<file path="src/rtl/t08_mem_pkg.sv">
// Shared types and constants for the t08 single-port memory controller.
// Holds the FSM state enum, func3 codes, error causes and the NOP word.
package t08_mem_pkg;

    typedef enum logic [1:0] {
        S_IDLE  = 2'd0,
        S_DATA  = 2'd1,
        S_FETCH = 2'd2
    } state_e;

    typedef enum logic [1:0] {
        ERR_NONE     = 2'd0,
        ERR_MISALIGN = 2'd1,
        ERR_TIMEOUT  = 2'd2
    } err_e;

    localparam logic [2:0] F3_LB  = 3'd0;
    localparam logic [2:0] F3_LH  = 3'd1;
    localparam logic [2:0] F3_LW  = 3'd2;
    localparam logic [2:0] F3_LBU = 3'd4;
    localparam logic [2:0] F3_LHU = 3'd5;

    // Store widths share the low func3 bits with the loads.
    localparam logic [1:0] W_BYTE = 2'd0;
    localparam logic [1:0] W_HALF = 2'd1;

    localparam logic [31:0] NOP_INSTR = 32'h0000_0013;

    // Halves may not straddle a word; words must sit on a word boundary.
    function automatic logic misaligned(input logic [2:0] f3,
                                        input logic [1:0] off);
        logic half;
        half = (f3 == F3_LH) || (f3 == F3_LHU);
        return (half && off == 2'd3) || (f3 == F3_LW && off != 2'd0);
    endfunction

endpackage

</file>
<file path="src/rtl/t08_mem_port_ctrl_load_align.sv">
// Load lane select and sign/zero extension.
// Ports: rdata_i bus word, off_i byte offset, func3_i width code, data_o result.
module t08_load_align
    import t08_mem_pkg::*;
(
    input  logic [31:0] rdata_i,
    input  logic [1:0]  off_i,
    input  logic [2:0]  func3_i,
    output logic [31:0] data_o
);

    logic [7:0]  byte_s;
    logic [15:0] half_s;

    always_comb begin
        byte_s = rdata_i[{off_i, 3'b000} +: 8];
        half_s = off_i[1] ? rdata_i[31:16] : rdata_i[15:0];
        data_o = rdata_i;
        case (func3_i)
            F3_LB:   data_o = {{24{byte_s[7]}}, byte_s};
            F3_LBU:  data_o = {24'h0, byte_s};
            F3_LH:   data_o = {{16{half_s[15]}}, half_s};
            F3_LHU:  data_o = {16'h0, half_s};
            default: data_o = rdata_i;
        endcase
    end

endmodule

</file>
<file path="src/rtl/t08_mem_port_ctrl.sv">
// Single-port memory controller: serialises fetches and loads/stores onto
// one bus port with lane alignment, MMIO completion, error and stall reporting.
// Ports: core side (fetch_pc, data_addr, wdata, rd_en, wr_en, func3 ->
// instr, load_data, freeze, err), bus side (mem_* strobes/data/response).
module t08_mem_port_ctrl
    import t08_mem_pkg::*;
#(
    parameter int unsigned ADDR_W      = 32,
    parameter int unsigned RAM_LIMIT   = 2048,
    parameter int unsigned MMIO_BASE   = 923923,
    parameter int unsigned MMIO_WORDS  = 4,
    parameter int unsigned TIMEOUT_CYC = 255
) (
    input  logic              clk,
    input  logic              nrst,
    input  logic [ADDR_W-1:0] fetch_pc,
    input  logic [ADDR_W-1:0] data_addr,
    input  logic [31:0]       wdata,
    input  logic              rd_en,
    input  logic              wr_en,
    input  logic [2:0]        func3,
    output logic [ADDR_W-1:0] mem_addr,
    output logic [31:0]       mem_wdata,
    output logic [3:0]        mem_be,
    output logic              mem_read,
    output logic              mem_write,
    input  logic [31:0]       mem_rdata,
    input  logic              mem_busy,
    input  logic              mem_done,
    output logic [31:0]       instr,
    output logic              instr_valid,
    output logic [31:0]       load_data,
    output logic              load_valid,
    output logic              freeze,
    output logic              err,
    output logic [1:0]        err_cause
);

    localparam int CW = $clog2(TIMEOUT_CYC + 1);
    localparam logic [CW-1:0] CNT_LAST = CW'(TIMEOUT_CYC - 1);
    localparam logic [ADDR_W-1:0] RAM_TOP = ADDR_W'(RAM_LIMIT);
    localparam logic [ADDR_W-1:0] MMIO_LO = ADDR_W'(MMIO_BASE);
    localparam logic [ADDR_W-1:0] MMIO_HI =
        ADDR_W'(MMIO_BASE + 4 * MMIO_WORDS);

    state_e            state_q;
    logic [ADDR_W-1:0] addr_q;
    logic [31:0]       wdata_q;
    logic [2:0]        f3_q;
    logic              wr_q;
    logic [CW-1:0]     cnt_q;
    logic [31:0]       instr_q;
    logic              instr_valid_q;
    logic [31:0]       load_data_q;
    logic              load_valid_q;
    logic              err_q;
    err_e              err_cause_q;

    logic [1:0]  off_s;
    logic        is_mmio_s;
    logic        data_ok_s;
    logic        tmo_s;
    logic [31:0] fmt_s;

    assign off_s = addr_q[1:0];
    assign is_mmio_s = (addr_q >= RAM_TOP) &&
                       (addr_q >= MMIO_LO) && (addr_q < MMIO_HI);
    // mem_done only matters inside the MMIO window.
    assign data_ok_s = !mem_busy && (!is_mmio_s || mem_done);
    assign tmo_s = (cnt_q == CNT_LAST);

    t08_load_align u_align (
        .rdata_i (mem_rdata),
        .off_i   (off_s),
        .func3_i (f3_q),
        .data_o  (fmt_s)
    );

    // Gated by nrst so an access in flight drops the moment reset asserts.
    always_comb begin
        mem_addr  = '0;
        mem_wdata = '0;
        mem_be    = '0;
        mem_read  = 1'b0;
        mem_write = 1'b0;
        if (nrst) begin
            case (state_q)
                S_DATA: begin
                    mem_addr = addr_q;
                    mem_addr[1:0] = 2'b00;
                    if (wr_q) begin
                        mem_write = 1'b1;
                        case (f3_q[1:0])
                            W_BYTE: begin
                                mem_be    = 4'b0001 << off_s;
                                mem_wdata = {4{wdata_q[7:0]}};
                            end
                            W_HALF: begin
                                mem_be    = off_s[1] ? 4'b1100 : 4'b0011;
                                mem_wdata = {2{wdata_q[15:0]}};
                            end
                            default: begin
                                mem_be    = 4'b1111;
                                mem_wdata = wdata_q;
                            end
                        endcase
                    end else begin
                        mem_read = 1'b1;
                        mem_be   = 4'b1111;
                    end
                end
                S_FETCH: begin
                    mem_addr = fetch_pc;
                    mem_addr[1:0] = 2'b00;
                    mem_read = 1'b1;
                    mem_be   = 4'b1111;
                end
                default: ;
            endcase
        end
    end

    always_ff @(posedge clk or negedge nrst) begin
        if (!nrst) begin
            state_q       <= S_FETCH;
            addr_q        <= '0;
            wdata_q       <= '0;
            f3_q          <= '0;
            wr_q          <= 1'b0;
            cnt_q         <= '0;
            instr_q       <= '0;
            instr_valid_q <= 1'b0;
            load_data_q   <= '0;
            load_valid_q  <= 1'b0;
            err_q         <= 1'b0;
            err_cause_q   <= ERR_NONE;
        end else begin
            instr_valid_q <= 1'b0;
            load_valid_q  <= 1'b0;
            err_q         <= 1'b0;
            case (state_q)
                S_IDLE: begin
                    cnt_q   <= '0;
                    state_q <= S_FETCH;
                    if (rd_en || wr_en) begin
                        addr_q  <= data_addr;
                        wdata_q <= wdata;
                        f3_q    <= func3;
                        wr_q    <= wr_en;
                        if (misaligned(func3, data_addr[1:0])) begin
                            err_q       <= 1'b1;
                            err_cause_q <= ERR_MISALIGN;
                            if (!wr_en) begin
                                load_data_q  <= '0;
                                load_valid_q <= 1'b1;
                            end
                        end else begin
                            state_q <= S_DATA;
                        end
                    end
                end
                S_DATA: begin
                    if (data_ok_s) begin
                        if (!wr_q) begin
                            load_data_q  <= fmt_s;
                            load_valid_q <= 1'b1;
                        end
                        cnt_q   <= '0;
                        state_q <= S_FETCH;
                    end else if (tmo_s) begin
                        err_q       <= 1'b1;
                        err_cause_q <= ERR_TIMEOUT;
                        if (!wr_q) begin
                            load_data_q  <= '0;
                            load_valid_q <= 1'b1;
                        end
                        cnt_q   <= '0;
                        state_q <= S_FETCH;
                    end else begin
                        cnt_q <= cnt_q + 1'b1;
                    end
                end
                S_FETCH: begin
                    if (!mem_busy) begin
                        instr_q       <= mem_rdata;
                        instr_valid_q <= 1'b1;
                        cnt_q         <= '0;
                        state_q       <= S_IDLE;
                    end else if (tmo_s) begin
                        instr_q       <= NOP_INSTR;
                        instr_valid_q <= 1'b1;
                        err_q         <= 1'b1;
                        err_cause_q   <= ERR_TIMEOUT;
                        cnt_q         <= '0;
                        state_q       <= S_IDLE;
                    end else begin
                        cnt_q <= cnt_q + 1'b1;
                    end
                end
                default: state_q <= S_FETCH;
            endcase
        end
    end

    assign freeze      = (state_q != S_IDLE);
    assign instr       = instr_q;
    assign instr_valid = instr_valid_q;
    assign load_data   = load_data_q;
    assign load_valid  = load_valid_q;
    assign err         = err_q;
    assign err_cause   = err_cause_q;

endmodule
</file>
<file path="config.mk">
export PLATFORM = sky130hd
export DESIGN_NAME = t08_mem_port_ctrl
export DESIGN_NICKNAME = d
export VERILOG_FILES = /design/src/rtl/t08_mem_pkg.sv /design/src/rtl/t08_mem_port_ctrl_load_align.sv /design/src/rtl/t08_mem_port_ctrl.sv
export SDC_FILE = /design/constraint.sdc
export NUM_CORES = 1
export LEC_CHECK = 0
export CAP_MARGIN = 30
export CORE_UTILIZATION = 49
export CTS_CLUSTER_SIZE = 16
export DETAILED_ROUTE_END_ITERATION = 12
export GPL_ROUTABILITY_DRIVEN = 0
export GPL_TIMING_DRIVEN = 0
export PLACE_DENSITY = 0.93
export SLEW_MARGIN = 20
export SYNTH_ARGS = -nofsm -noshare
export SYNTH_HDL_FRONTEND = slang
export SYNTH_SLANG_ARGS = --single-unit
</file>
<file path="constraint.sdc">
create_clock -name clk -period 5.6 [get_ports clk]
set_input_delay 0.84 -clock clk [delete_from_list [all_inputs] [get_ports clk]]
set_output_delay 0.84 -clock clk [all_outputs]
set_load 0.02 [all_outputs]
</file>
==> out/summary.txt <==
Core outline area: 15200 um^2
Vias in the first global route: 7189
Pin slew with the least headroom to its limit: 1.02 ns
Net load switching power: 2.47 mW
Area of the multi-input gates: 3650 um^2
Unrepaired setup endpoints after global routing: false
Commonest non-fill, non-tap cells in the layout: clkdlybuf4s50_1 (271), dfrtp_1 (146), mux2_2 (73)
Average wire per cell in the routed design: 20.9 um
Ys Warns: 0
Number of rows in the core area: 45
Arrival time at the worst endpoint: 3.26 ns
Count of final hold-check violations: 0
Starting density of the core: 50.3%
Setup TNS after final layout: 0 ns
Worst setup path class: input port to output pin
Final global-route overflow total: 0
Number of buffers added for setup after CTS: 0
EDFF count, synth: 0
Initial antenna violation count: 0
Power share of the combinational group: 51.6%
Clk_skew: 0.0122 ns
Placement-stage worst setup slack: 1.49 ns
Horizontal die dimension: 127 um
Global-route wire length before repair: 38900 um
Crit path launch type: input port
Share of cells above drive strength 1: 13.0%
Count of boundary I/O pins: 277
Max transition margin: 31.5%
Total Die Area: 16100 um^2
# H-tree levels: 4
Non-filler instance count after layout: 1212
Number of max-slew violations in the final report: 0
Final number of setup-violating endpoints: 0
Largest area contributor in the netlist: dfrtp_1
Number of I/O port buffers: 272
Power density cells: 540 nW/um^2
Minimum clock period: 4.10 ns
Largest voltage drop on the vdd net: 322 uV
Clock net sink count: 147
Maximum fanout along the worst path: 98
All-layer global routing usage: 31.9%
Async set or reset register ratio after synthesis: 100%
Total number of vias: 7239
Overall Power: 6.03 mW
Net switching share of the total power: 40.9%
Root Buffer: clkbuf_16
Synth Area per Inst: 10.6 um^2
Clk slew on worst S/H paths: 0.06 ns
Area grow syn2layout: 46.3%
CTS Hold Buffers Added: 0
CP Capture Type: output pin
Remaining antenna violation count after routing: 0
Largest net degree at the start of global routing: 99
Seq pwr share: 30.8%
TritonRoute pass-1 iters: 9
End-of-flow core utilization: 73.6%
Total Routed Length: 25300 um
Post-layout net count: 1154
Library cells used by synthesis: 60
Fin worst setup slack: 1.50 ns
Placed wire-length estimate: 18800 um
Required time at the worst-slack endpoint: 4.76 ns
Area share of the largest cell type after synthesis: 47.8%
Number of buffers on the longest clock path: 2
Number of gates given a new drive strength after cts: 0
Register area share after synthesis: 48.1%
Design Area, Final: 11200 um^2
Number of placed instances, taps included: 1180
FF+latch count, synth: 147
Y dimension of the die: 127 um
Worst hold-check path type: input port to async pin
Clock latency on the worst-skew pair: 0.43 ns
Reported max-cap violation count: 0
Number of CTS-inserted buffers: 17
Post-Synthesis Cell Area: 7640 um^2
Ranking of synthesized cells by area: dfrtp_1 (48%), mux2_2 (11%), mux2i_1 (6.9%), a22o_1 (3.8%), nor2_1 (3.5%)
Filler instances: 1019
Synth Flop Type: dfrtp_1
Cell area reported after detailed placement: 10600 um^2
Number of vias per cell after detailed routing: 5.97
Status: complete, no violations
Synthesized instance count: 718
Sequential cell area: 3680 um^2
CTS tree: built
Commonest non-fill, non-tap cell in the layout: clkdlybuf4s50_1
Highest attainable clock frequency: 244 MHz
Final worst hold slack: 0.320 ns
Internal power: 3.57 mW
Static power due to leakage: 4.78 nW
Antenna fix cells: 0
Number of DRC markers in iteration 0: 796
Clock power frac: 17.6%
Post-route clock period utilization: 73.3%
DRC: 0
==> cell families after synthesis <==
logic type               synth area share (%)
adder cells (fa/ha/maj)                 0.982
AO/OA/AOI/OAI                            16.0
flip-flops                               48.1
multiplexers                             19.1
AND/OR/NAND/NOR                          11.6
buffers and inverters                    4.14
other                                  0.0491
==> power by group through the flow <==
stage | registers, mW | clock network, mW | logic, mW
detailed placement | 1.87 | 0 | 3.06
global placement | 1.84 | 0 | 2.98
global route | 1.91 | 1.12 | 3.31
floorplan | 2.00 | 0 | 1.71
finish | 1.86 | 1.06 | 3.11
CTS | 1.86 | 1.08 | 3.09
==> per-layer routing <==
metal	vias to the layer above	routed length [um]	track usage (%)
li1	3182	-	-
met1	3522	9540	37.8
met2	446	12500	54.1
met3	89	2200	8.22
met4	0	1060	15.1
met5	-	0	0
==> worst max-delay path: stages <==
cell,delay [ns]
buf_8,0.31
buf_16,0.44
nand2_1,0.33
clkbuf_1,0.33
nor2_1,0.29
clkdlybuf4s50_1,0.66
==> sequential cells by signal (all words and copies together), names as in the netlist <==
signal	cells
f3_q	3
wr_q	1
wdata_q	32
cnt_q	8
addr_q	32
err_cause	2
load_valid	1
instr	32
instr_valid	1
err	1
load_data	32
state_q	2
==> cell usage after synthesis, drive strengths merged (2+ instances only) <==
master   count
o22ai        6
inv         17
or2          2
nand2       61
or2b         2
nand3        8
nor2        72
a22o        33
o31ai        3
mux2i       53
mux4         4
nor4         3
a221oi       7
nand2b       4
nor3         7
a21oi       44
a211oi       2
o21ai       23
and2         9
a2bb2oi      3
clkbuf      37
dfrtp      146
nor4b        2
nor2b        7
a22oi       30
ha           6
a31oi        3
mux2        74
nand4b       2
o22a         7
or3          2
o21a         3
buf         18
==> cell type report <==
| type | instances | area share [%] |
|---|---|---|
| well taps | 188 | 2.10 |
| clock buffers | 19 | 3.87 |
| flip-flops and latches | 147 | 32.9 |
| repair buffers | 273 | 24.6 |
| inverters | 17 | 0.571 |
| multi-input cells | 500 | 32.7 |
| plain buffers | 55 | 2.26 |
| clock inverters | 13 | 0.996 |
==> worst paths after layout <==
kind / from / end / slack, ns / cells past startpoint
max: nrst / mem_addr[5] / 1.50 / 6
min: nrst / instr[13] / 0.32 / 1
max reg2reg: state_q[1] / addr_q[30] / 3.00 / 6
min reg2reg: instr[11] / instr[11] / 0.51 / 1
max in group asynchronous: nrst / state_q[1] / 4.47 / 2
min in group clk: instr[11] / instr[11] / 0.51 / 1
Note: power is estimated with default switching activity, not from simulation.
